$ cat src/rtl/diag_block_feeder.sv
// Fetches one diagonal-packed matrix block from memory and streams it as (value, diag, offset) elements.
// Latency: 2 cycles per header plus 6 cycles per data word; one memory read outstanding at a time.
// Backpressure: the element on the output is held stable while out_ready is low.
module diag_block_feeder #(
    parameter int XBAR_SIZE      = 32,
    parameter int XBAR_DIM_WIDTH = 5,
    parameter int DATA_WIDTH     = 8,
    parameter int ADDR_WIDTH     = 32,
    parameter int MEM_WIDTH      = 32
) (
    input  logic                      clk,
    input  logic                      rstn,
    input  logic                      start,
    input  logic [ADDR_WIDTH-1:0]     base_addr,
    output logic                      busy,
    output logic                      done,
    output logic                      error,
    output logic                      err_flag,
    output logic [XBAR_DIM_WIDTH:0]   diag_count,
    output logic                      mem_rd_en,
    output logic [ADDR_WIDTH-1:0]     mem_addr,
    input  logic [MEM_WIDTH-1:0]      mem_rdata,
    input  logic                      mem_rvalid,
    input  logic                      out_ready,
    output logic [DATA_WIDTH-1:0]     b_value_out,
    output logic [XBAR_DIM_WIDTH-1:0] b_diag_out,
    output logic [XBAR_DIM_WIDTH-1:0] b_offset_out,
    output logic                      block_valid_out,
    output logic                      new_diagonal_out
);
    localparam int WPD = XBAR_SIZE / 4;
    localparam int WW  = XBAR_DIM_WIDTH - 2;
    localparam int DCW = XBAR_DIM_WIDTH + 1;

    typedef enum logic [2:0] {
        IDLE, HDR_REQ, HDR_WAIT, DAT_REQ, DAT_WAIT, EMIT, FIN
    } state_t;

    state_t                    state, state_nxt;
    logic [ADDR_WIDTH-1:0]     cur_addr;
    logic [XBAR_DIM_WIDTH-1:0] diag;
    logic                      last;
    logic [WW-1:0]             w;
    logic [1:0]                k;
    logic [MEM_WIDTH-1:0]      sbuf;
    logic                      hdr_bad;
    logic                      emit;
    logic                      last_word;

    // A 33rd header without a preceding last flag is treated like a malformed header.
    assign hdr_bad   = (mem_rdata[MEM_WIDTH-2:XBAR_DIM_WIDTH] != '0) ||
                       (diag_count == DCW'(XBAR_SIZE));
    assign emit      = (state == EMIT);
    assign last_word = (w == WW'(WPD - 1));

    always_comb begin
        state_nxt = state;
        case (state)
            IDLE:     if (start) state_nxt = HDR_REQ;
            HDR_REQ:  state_nxt = HDR_WAIT;
            HDR_WAIT: if (mem_rvalid) state_nxt = hdr_bad ? IDLE : DAT_REQ;
            DAT_REQ:  state_nxt = DAT_WAIT;
            DAT_WAIT: if (mem_rvalid) state_nxt = EMIT;
            EMIT: begin
                if (out_ready && k == 2'd3) begin
                    if (!last_word) state_nxt = DAT_REQ;
                    else if (last)  state_nxt = FIN;
                    else            state_nxt = HDR_REQ;
                end
            end
            FIN:      state_nxt = IDLE;
            default:  state_nxt = IDLE;
        endcase
    end

    always_ff @(posedge clk or negedge rstn) begin
        if (!rstn) begin
            state      <= IDLE;
            cur_addr   <= '0;
            diag       <= '0;
            last       <= 1'b0;
            w          <= '0;
            k          <= '0;
            sbuf       <= '0;
            diag_count <= '0;
            err_flag   <= 1'b0;
            error      <= 1'b0;
        end else begin
            state <= state_nxt;
            error <= 1'b0;
            case (state)
                IDLE: begin
                    if (start) begin
                        cur_addr   <= base_addr;
                        err_flag   <= 1'b0;
                        diag_count <= '0;
                    end
                end
                HDR_REQ, DAT_REQ: cur_addr <= cur_addr + ADDR_WIDTH'(4);
                HDR_WAIT: begin
                    if (mem_rvalid) begin
                        if (hdr_bad) begin
                            error    <= 1'b1;
                            err_flag <= 1'b1;
                        end else begin
                            diag <= mem_rdata[XBAR_DIM_WIDTH-1:0];
                            last <= mem_rdata[MEM_WIDTH-1];
                            w    <= '0;
                        end
                    end
                end
                DAT_WAIT: begin
                    if (mem_rvalid) begin
                        sbuf <= mem_rdata;
                        k    <= '0;
                    end
                end
                EMIT: begin
                    if (out_ready) begin
                        sbuf <= sbuf >> DATA_WIDTH;
                        k    <= k + 2'd1;
                        if (k == 2'd3) begin
                            if (last_word) diag_count <= diag_count + DCW'(1);
                            else           w <= w + WW'(1);
                        end
                    end
                end
                default: ;
            endcase
        end
    end

    assign busy             = (state != IDLE);
    assign done             = (state == FIN);
    assign mem_rd_en        = (state == HDR_REQ) || (state == DAT_REQ);
    assign mem_addr         = mem_rd_en ? cur_addr : '0;
    assign block_valid_out  = emit;
    assign b_value_out      = emit ? sbuf[DATA_WIDTH-1:0] : '0;
    assign b_diag_out       = emit ? diag : '0;
    assign b_offset_out     = emit ? {w, k} : '0;
    assign new_diagonal_out = emit && (w == '0) && (k == 2'd0);

endmodule

$ cat config.mk
export PLATFORM = sky130hd
export DESIGN_NAME = diag_block_feeder
export DESIGN_NICKNAME = d
export VERILOG_FILES = /design/src/rtl/diag_block_feeder.sv
export SDC_FILE = /design/constraint.sdc
export NUM_CORES = 1
export LEC_CHECK = 0
export ABC_AREA = 1
export CORE_MARGIN = 4
export CORE_UTILIZATION = 40
export CTS_BUF_LIST = sky130_fd_sc_hd__clkbuf_16
export CTS_CLUSTER_DIAMETER = 30
export DETAILED_ROUTE_END_ITERATION = 16
export GPL_TIMING_DRIVEN = 0
export HOLD_SLACK_MARGIN = 0.06
export PLACE_DENSITY_LB_ADDON = 0.05
export SLEW_MARGIN = 20
export SYNTH_ARGS = -nofsm -noshare
export SYNTH_HDL_FRONTEND = slang
export SYNTH_SLANG_ARGS = --single-unit
$ cat constraint.sdc
create_clock -name clk -period 2.17 [get_ports clk]
set_input_delay 0.434 -clock clk [delete_from_list [all_inputs] [get_ports clk]]
set_output_delay 0.434 -clock clk [all_outputs]
set_load 0.03 [all_outputs]
==> results of run 1 <==
[what timing repair did]
item / CTS / global route
pin swaps: 1 / 1
endpoints found under the setup margin: 55 / 51
hold buffers: 1 / 0
endpoints found under the hold margin: 19 / 0
gates resized for setup: 281 / 44
setup buffers: 6 / 1
[synthesized netlist by cell type]
cell type,number
nand2_1,173
nor2_1,128
inv_1,124
dfrtp_1,86
o21ai_0,73
nand3_1,51
o211ai_1,26
nand4_1,17
clkbuf_1,14
buf_2,10
nor3_1,9
a21oi_1,8
ha_1,8
xor2_1,7
a31oi_1,4
o22ai_1,4
o31ai_1,4
buf_1,3
a41oi_1,2
buf_4,2
buf_6,2
clkinv_1,2
inv_2,2
nor2_4,2
o21ai_1,2
o21ai_2,2
a211oi_1,1
a32oi_1,1
and3_1,1
nand3_2,1
nor2_2,1
xnor2_1,1
[per-layer routing]
| layer | track usage, % | vias up |
|---|---|---|
| li1 | - | 2746 |
| met1 | 29.66 | 2552 |
| met2 | 36.39 | 178 |
| met3 | 4.240 | 21 |
| met4 | 7.418 | 0 |
| met5 | 0 | - |
[metrics by stage]
step / TNS [ps] / hold WS (ps)
2_1_floorplan: 0 / 138.4
3_3_place_gp: -244310 / 494.8
3_5_place_dp: -16860 / 301.3
4_1_cts: -2.950 / 504.8
5_1_grt: -25.49 / 507.3
6_report: 0 / 504.0
[worst max-delay path by stage]
stage	start	end	slack, ps	depth (start not counted)
2_1_floorplan	state[1]$_DFFE_PN0P_	b_diag_out[0]	180	7
3_3_place_gp	rstn	diag_count[5]$_DFFE_PN0P_	-2650	1
3_5_place_dp	state[1]$_DFFE_PN0P_	b_diag_out[0]	-620	8
4_1_cts	state[1]$_DFFE_PN0P_	block_valid_out	-3	6
5_1_grt	state[2]$_DFFE_PN0P_	mem_rd_en	-20	4
6_report	state[2]$_DFFE_PN0P_	mem_addr[31]	80	6
[layout make-up]
type	count	area, µm²	share of cell area (%)
Clock inverter	5	28.78	0.4075
Tap cell	172	215.2	3.047
Multi-Input combinational cell	526	2544	36.02
Inverter	128	483.0	6.839
Clock buffer	9	225.2	3.189
Sequential cell	86	2153	30.49
Timing Repair Buffer	139	1231	17.43
Buffer	29	181.4	2.569
[worst max-delay path: stages (launching register included)]
cell	delay (ps)
dfrtp_1	390
inv_2	90
nand2_2	80
buf_6	140
clkbuf_4	220
nor2_2	170
clkbuf_4	220
[flip-flops by register name, summed over array words and instances, names as in the netlist]
register and cells:
last 1, diag_count 6, sbuf 32, w 3, error 1, cur_addr 32
diag 5, state 3, k 2, err_flag 1
[logic make-up after synthesis]
| kind of cell | after synthesis |
|---|---|
| xor gates and xnor gates | 8 |
| adders and majority gates | 8 |
| and+or+nand+nor | 383 |
| DFF | 86 |
| AOI/OAI and AO/OA | 127 |
| buffers and inverters | 159 |
[cell usage in the layout (no fill, tap or decap), types with 2 or more instances in the layout]
cell             count
o21ai_0             73
clkbuf_4            16
clkbuf_16            9
clkdlybuf4s50_1     74
o21ai_2              2
nor2_4               3
nor2_1             111
a41oi_1              2
clkbuf_1            11
o211ai_1            26
buf_6                8
dfrtp_1             85
clkinv_1             4
buf_2               19
buf_4               29
a31oi_1              4
ha_1                 8
dlygate4sd2_1        6
nor2_2              17
xor2_1               7
o21ai_1              2
buf_1                2
o31ai_1              4
nor3_1               9
inv_2                2
a21oi_1              8
nand4_1             17
nand3_1             51
nand2_1            172
inv_1              123
o22ai_1              4
[power breakdown]
group / switching (W) / internal [W]
Clock: 0.000643 / 0.000755
Combinational: 0.00359 / 0.00179
Sequential: 0.000441 / 0.00228
==> run_results.csv, run 1 <==
group,metric,value,unit
cells_and_area,syn_to_final_growth,33.81,%
drt,maxUsedRoutingLayer,"met4",
placed_design,placement.cell_area,6823,µm²
die,die-area,15100,µm²
drt,wl_per_cell,14.91,µm
yosys,synth_top_family_by_area,"simple AND/OR/NAND/NOR gates",
worst_setup_path,arrival,1660,ps
timing,hold_violations,0,
clock_network,htreeDepth,3,
placed_design,dp_hpwl,12280,µm
yosys,yosys.area_share.adder,1.897,%
timing,finalCritPeriodShare,96.43,%
worst_setup_path,end_kind,"primary output",
drt,wirelength,16310,µm
power,power.leakage,3.437,nW
clock_network,clockBufferDepth,2,
power,ir_worst_vdd,0.5599,mV
yosys,synth_compound_area_share,14.06,%
yosys,ys_seq_elements,86,
worst_setup_path,crit_fanout,10,
clock_network,clock-sinks,86,
drt,routed_via_density,5.025,
yosys,yosys.area_share.simple,29.97,%
timing,max_freq,477.9,MHz
grt,grt_max_degree,68,
timing,slew_viol_final,0,
yosys,yosys-top-cells-area,"dfrtp_1, nand2_1, nor2_1, inv_1, o21ai_0",
drt,wl_met1,7314,µm
cells_and_area,drive_gt1_share,12.26,%
worst_setup_path,worstReg2RegStart,"state[1]$_DFFE_PN0P_",
yosys,synth_area,5278,µm²
grt,grt_use_total,22.25,%
grt,overflow,0,
yosys,avgSynthCellArea,6.845,µm²
yosys,synth_fp_nets,848,
worst_setup_path,r2r_cells,10,
timing,rsz0062_at_grt,"yes",
worst_setup_path,reg2reg_to,"sbuf[8]$_DFFE_PN0P_",
timing,max-slew-margin-rel,59.79,%
job,maxCapViolCount,0,
cells_and_area,fillers,1291,
power,finalPower,0.009500,W
status,status,"finished, final reports clean",
placed_design,dp_slack,-622.3,ps
drt,drc_errors,0,
worst_setup_path,r2r_setup_slack,230,ps
worst_setup_path,critPathLaunchType,"flip-flop",
die,core_area,12770,µm²
cells_and_area,layout.nets,996,
yosys,synth_top_area_share,40.78,%
die,die_w,122.9,µm
drt,wl_met3,987,µm
yosys,synth-xor-area-share,1.328,%
cells_and_area,post-route-util,55.28,%
drt,vias,5497,
cells_and_area,finalInstanceArea,7062,µm²
drt,ant_nets,0,
placed_design,gp_congestion,0.8997,
clock_network,cts_tree,"yes",
yosys,muxShareOfSynthArea,0,%
placed_design,portBuffers,130,
timing,finalClockSkew,9.765,ps
clock_network,cts_buffers,9,
drt,drt_iter0_drc,356,
drt,drtPass1Iterations,5,
yosys,ys_seq_area_share,40.78,%
clock_network,cts_root_buffer,"clkbuf_16",
placed_design,placed_cells,1074,
drt,met2WireLength,7739,µm
cells_and_area,antenna_cells,0,
die,initial_core_util,41.32,%
yosys,synth_top_area_cell,"dfrtp_1",
die,dieHeight,122.9,µm
grt,antenna_found_initial,0,
die,io_pins,132,
timing,worst_slack,77.40,ps
clock_network,path_clk_slew,60,ps
timing,setup_violations,0,
cells_and_area,layout.cells.non_filler,1094,
worst_setup_path,setup.worst_path.class,"reg -> out",
timing,worstMarginPinSlew,603.2,ps
clock_network,insertion_delay,340,ps
die,placementRows,41,
worst_setup_path,worstPathRequired,1740,ps
grt,grt_pass1_wl,26340,µm
yosys,yosys.cell_types.count,32,
yosys,synth-warning-count,0,
grt,grt_pass1_vias,5339,
power,powerDensity,1345,nW/µm²
yosys,synthCells,771,
hold_path,hold_class,"in -> async",
timing,post-route-min-period,2093,ps
No activity file was read; power rests on OpenSTA's default activity.
==> inputs of run 2 (changes only) <==
- CORE_UTILIZATION: 40 -> 47
- clock period: 2.17 -> 2.1 ns (I/O delays scaled with it)
==> run 2 against run 1 <==
First-iteration DRC count increased by 28%. Sequential power increased by 4%. Clock skew is 3.8 ps lower. Core utilization increased by 12 points. Largest power group unchanged. Wire length grew 2.8%. Non-clock buffer count rose by 4. Highest routed layer unchanged.
==> run_results.csv, run 2 (synthesis gave the netlist of run 1 again) <==
group,metric,value,unit
cells_and_area,antenna_cells,0,
timing,slew_viol_final,0,
status,status,"finished, final reports clean",
worst_setup_path,setup.worst_path.class,"reg -> out",
grt,antenna_found_initial,0,
timing,worst_slack,19.50,ps
timing,finalHoldWorstSlack,58.40,ps
timing,finalCritPeriodShare,99.07,%
die,die-area,12990,µm²
clock_network,path_clk_slew,70,ps
timing,rsz0062_at_grt,"yes",
die,placementRows,38,
worst_setup_path,worstPathRequired,1680,ps
die,io_pins,132,
placed_design,portBuffers,130,
hold_path,hold_class,"in -> async",
placed_design,gp_congestion,0.9273,
grt,grt_max_degree,51,
cells_and_area,layout_common_cells,"nand2_1, inv_1, nor2_1",
grt,overflow,0,
drt,vias,5730,
worst_setup_path,critPathLaunchType,"flip-flop",
timing,max_freq,480.7,MHz
clock_network,htreeDepth,3,
grt,grt_use_total,25.24,%
placed_design,dp_hpwl,11940,µm
worst_setup_path,crit_fanout,11,
timing,finalClockSkew,5.998,ps
clock_network,cts_tree,"yes",
timing,max-slew-margin-rel,62.50,%
drt,drtPass1Iterations,9,
grt,grt_pass1_vias,5530,
timing,setup_violations,0,
die,core_area,10940,µm²
power,powerDensity,1444,nW/µm²
worst_setup_path,crit_buf_inv,3,
clock_network,cts_root_buffer,"clkbuf_16",
worst_setup_path,arrival,1660,ps
timing,worstMarginPinSlew,562.4,ps
power,power.leakage,3.529,nW
drt,drc_errors,0,
cells_and_area,reg.largest.list,"cur_addr x32, sbuf x32, diag_count x6",
worst_setup_path,crit_chain,"inv_2, nand2_2, inv_1, dlygate4sd2_1",
clock_network,clockBufferDepth,2,
drt,wirelength,16770,µm
cells_and_area,drive_gt1_share,15.09,%
cells_and_area,final_common_cell,"nand2_1",
drt,ant_nets,0,
power,finalPower,0.01058,W
worst_setup_path,crit_family,"buffers and inverters",
timing,hold_violations,0,
die,dieHeight,114.0,µm
worst_setup_path,slowest_stage,"dlygate4sd2_1",
drt,drt_iter0_drc,454,
placed_design,dp_slack,-670.1,ps
grt,grt_pass1_wl,26470,µm
worst_setup_path,end_kind,"primary output",
drt,wl_per_cell,15.71,µm
job,maxCapViolCount,0,
clock_network,clock-sinks,86,
cells_and_area,layout.nets,1000,
die,die_w,114.0,µm
power,ir_worst_vdd,0.6900,mV
timing,post-route-min-period,2081,ps
drt,routed_via_density,5.365,
die,initial_core_util,48.26,%
worst_setup_path,cpPeakStageDelay,450,ps
clock_network,cts_buffers,9,
cells_and_area,syn_to_final_growth,38.79,%
clock_network,insertion_delay,350,ps
[run 2: final cells by class]
cell class,count,area [µm²]
Timing Repair Buffer,144,1361
Clock inverter,7,105.1
Tap cell,140,175.2
Buffer,28,192.7
Sequential cell,86,2153
Multi-Input combinational cell,526,2624
Fill cell,970,3611
Inverter,128,488.0
Clock buffer,9,225.2
[run 2: final timing paths]
path                       slack [ps]               startpoint  depth (start not counted)                       end
setup / recovery                   20     state[2]$_DFFE_PN0P_                          4                 mem_rd_en
hold / removal                     60                     rstn                          1   cur_addr[6]$_DFFE_PN0P_
setup reg to reg                  170  cur_addr[2]$_DFFE_PN0P_                          9  cur_addr[18]$_DFFE_PN0P_
hold reg to reg                   540         w[1]$_DFFE_PN0P_                          2          w[1]$_DFFE_PN0P_
max in group asynchronous        1370                     rstn                          2      state[0]$_DFFE_PN0P_
min in group clk                  500               mem_rvalid                          3      sbuf[27]$_DFFE_PN0P_
[run 2: timing repair]
action | CTS | global route
hold buffers | 0 | 0
buffers inserted | 6 | 5
cloned | 0 | 2
hold endpoints to repair | 0 | 0
gates resized for setup | 309 | 66
endpoints found under the setup margin | 55 | 50
pin swaps | 1 | 1
[run 2: stage by stage]
step           cell area (µm²)  TNS, ps  utilization, %  cells
2_1_floorplan             5278        0               -    771
3_3_place_gp              6754  -244500           61.76   1041
3_5_place_dp              6779   -19480           61.99   1042
4_1_cts                   7056   -13.30           64.52   1062
5_1_grt                   7325   -137.8           66.98   1068
6_report                  7325        0           66.98   1068
[run 2: report_power, final]
part | total, W | switching, W | internal [W]
combinational | 0.00596 | 0.00390 | 0.00206
sequential | 0.00282 | 0.000471 | 0.00235
clock | 0.00180 | 0.000740 | 0.00106
[run 2: metal layers]
metal | part of all wire [%] | wire (µm) | up-vias | GRT usage [%]
met4 | 2.2 | 368 | 0 | 9.660
met3 | 7.2 | 1208 | 31 | 4.668
met2 | 49 | 8274 | 258 | 42.43
met1 | 41 | 6921 | 2671 | 32.31
li1 | - | - | 2770 | -
met5 | 0 | 0 | - | 0
==> inputs of run 3 (changes only) <==
- ABC_AREA: 1 -> default
==> run 3 against run 2 <==
Critical path depth rose by 3. Via count fell by 16%. Die area fell by 6.7%. Critical path type unchanged. Setup slack got worse by 16 ps. Clock-buffer cell count did not move. Non-clock buffer count rose by 9. Sequential power rose by 2%. Largest power group unchanged. First-iteration DRC count fell by 29%. Clock skew rose by 4.8 ps. Maximum frequency fell by 0.77%.
==> run_results.csv, run 3 <==
group,metric,value,unit
yosys,yosys-top-cells-area,"dfrtp_1, nand2_1, mux2i_1, o21ai_0, and2_1",
die,placementRows,37,
drt,wl_per_cell,18.62,µm
drt,drtPass1Iterations,5,
cells_and_area,syn_to_final_growth,44.18,%
timing,max-slew-margin-rel,57.45,%
placed_design,placement.cell_area,6414,µm²
cells_and_area,final_common_cell,"dfrtp_1",
clock_network,clockBufferDepth,2,
timing,max_freq,477.0,MHz
yosys,ys_seq_area_share,43.92,%
die,dieHeight,110.1,µm
die,die_w,110.1,µm
worst_setup_path,crit_top_cell,"buf_6",
cells_and_area,seq_area,2153,µm²
drt,vias,4800,
drt,drc_errors,0,
worst_setup_path,slowest_stage,"dfrtp_1",
yosys,ys_seq_elements,86,
clock_network,hold_buffers,0,
yosys,synthArstFlopShare,100.0,%
drt,routed_via_density,5.714,
power,powerDensity,1255,nW/µm²
clock_network,path_clk_slew,60,ps
clock_network,cts_tree,"yes",
cells_and_area,fillers,834,
cells_and_area,layout_common_cells,"dfrtp_1, nand2_1, clkdlybuf4s50_1",
yosys,synthCells,538,
cells_and_area,antenna_cells,0,
yosys,yosys-top-cells-count,"dfrtp_1, nand2_1, o21ai_0",
placed_design,dp_hpwl,11030,µm
clock_network,cts_root_buffer,"clkbuf_16",
worst_setup_path,arrival,1680,ps
worst_setup_path,critPathLaunchType,"flip-flop",
hold_path,hold_class,"in -> async",
grt,grt_use_total,25.65,%
yosys,synth_edf_count,0,
worst_setup_path,setup.worst_path.class,"reg -> out",
worst_setup_path,worstPathRequired,1680,ps
cells_and_area,finalInstanceArea,7064,µm²
yosys,synth_fp_nets,615,
yosys,yosysMostFrequentCell,"dfrtp_1",
power,ir_worst_vdd,0.6565,mV
worst_setup_path,crit_fanout,7,
placed_design,placed_cells,806,
grt,grt_max_degree,46,
clock_network,clock-sinks,86,
grt,grt_pass1_wl,23830,µm
timing,rsz0062_at_grt,"yes",
cells_and_area,drive_gt1_share,24.86,%
cells_and_area,post-route-util,69.05,%
cells_and_area,multi_input_area,2665,µm²
timing,finalClockSkew,10.83,ps
status,status,"finished, final reports clean",
timing,slew_viol_final,0,
clock_network,cts_buffers,9,
cells_and_area,layout.cells.non_filler,840,
drt,wirelength,15640,µm
die,die-area,12120,µm²
placed_design,gp_congestion,0.9425,
timing,worstMarginPinSlew,638.3,ps
yosys,synthFlopType,"dfrtp_1",
die,core_area,10230,µm²
yosys,synth_top_area_cell,"dfrtp_1",
yosys,avgSynthCellArea,9.107,µm²
yosys,synth_area,4900,µm²
die,initial_core_util,47.89,%
die,io_pins,132,
timing,hold_violations,0,
cells_and_area,reg.largest.list,"cur_addr x32, sbuf x32, diag_count x6",
worst_setup_path,crit_chain,"buf_6, nand2b_4, inv_6, buf_12, clkbuf_16, and2_4, buf_6",
yosys,yosys.cell_types.count,65,
cells_and_area,layout.nets,776,
timing,finalCritPeriodShare,99.84,%
worst_setup_path,end_kind,"primary output",
power,power.leakage,3.137,nW
yosys,synth-warning-count,0,
placed_design,portBuffers,131,
drt,ant_nets,0,
worst_setup_path,cpPeakStageDelay,370,ps
grt,overflow,0,
grt,grt_pass1_vias,4584,
timing,post-route-min-period,2097,ps
clock_network,insertion_delay,350,ps
drt,drt_iter0_drc,323,
clock_network,htreeDepth,3,
yosys,synth_top_area_share,43.92,%
job,maxCapViolCount,0,
grt,antenna_found_initial,0,
timing,setup_violations,0,
run 3: cell families (layout without fill, tap and decap cells):
family,after synthesis,count (layout),synth area share [%]
compound gates,119,119,15.14
simple gates,240,240,26.76
fa+ha+maj,8,8,2.043
flops,86,86,43.92
buf+inv,48,214,4.545
xor+xnor,6,6,1.073
mux,31,31,6.512
run 3: metrics by stage:
stage / total power [W] / TNS (ps) / hold slack [ps] / setup slack, ps
after detailed placement: 0.006663 / -37670 / 454.0 / -678.9
after CTS: 0.008462 / -1058 / 108.0 / -70.44
after global placement: 0.006572 / -263870 / 451.9 / -2657
after global routing: 0.009399 / -569.4 / 123.3 / -47.72
after floorplan: 0.005231 / 0 / 124.4 / 152.2
final: 0.008867 / 0 / 79.47 / 3.356
run 3: power breakdown:
group / internal, W / total, W / switching [W]
Clock: 0.000804 / 0.00151 / 0.000706
Sequential: 0.00228 / 0.00287 / 0.000590
Combinational: 0.00197 / 0.00449 / 0.00252
run 3: final cells by class:
type / instances / area share, %
Multi-Input combinational cell: 404 / 37.73
Clock inverter: 7 / 0.7085
Buffer: 28 / 3.773
Inverter: 17 / 0.9741
Timing Repair Buffer: 153 / 20.74
Clock buffer: 9 / 3.188
Tap cell: 136 / 2.409
Sequential cell: 86 / 30.48
run 3: worst paths after layout:
path / to / slack, ps / start / cells past startpoint
max in group asynchronous: state[1]$_DFFE_PN0P_ / 1390 / rstn / 2
min: diag[2]$_DFFE_PN0P_ / 80 / rstn / 1
min reg2reg: cur_addr[0]$_DFFE_PN0P_ / 470 / cur_addr[0]$_DFFE_PN0P_ / 2
max: mem_addr[16] / 3 / state[2]$_DFFE_PN0P_ / 7
min in group clk: cur_addr[0]$_DFFE_PN0P_ / 470 / cur_addr[0]$_DFFE_PN0P_ / 2
max reg2reg: diag[2]$_DFFE_PN0P_ / 70 / state[0]$_DFFE_PN0P_ / 6
run 3: routing by layer:
layer  global-route usage, %  routed length [µm]  vias to the layer above
li1                        -                   -                     2259
met1                   36.43                6961                     2324
met5                       0                   0                        -
met3                   6.174                1207                       19
met4                   5.805                 170                        0
met2                   39.90                7299                      198
run 3: timing repair:
action                                  4_1_cts  5_1_grt
resized for setup                           341       54
pin swaps                                     3        2
endpoints found under the setup margin       66       76
setup buffers                                 5       12
cloned                                        1        3
run 3: critical path, delay by kind of cell (launching register included):
| kind | cells | cell delay, ps |
|---|---|---|
| simple gates | 2 | 320 |
| flops | 1 | 370 |
| buf+inv | 5 | 640 |
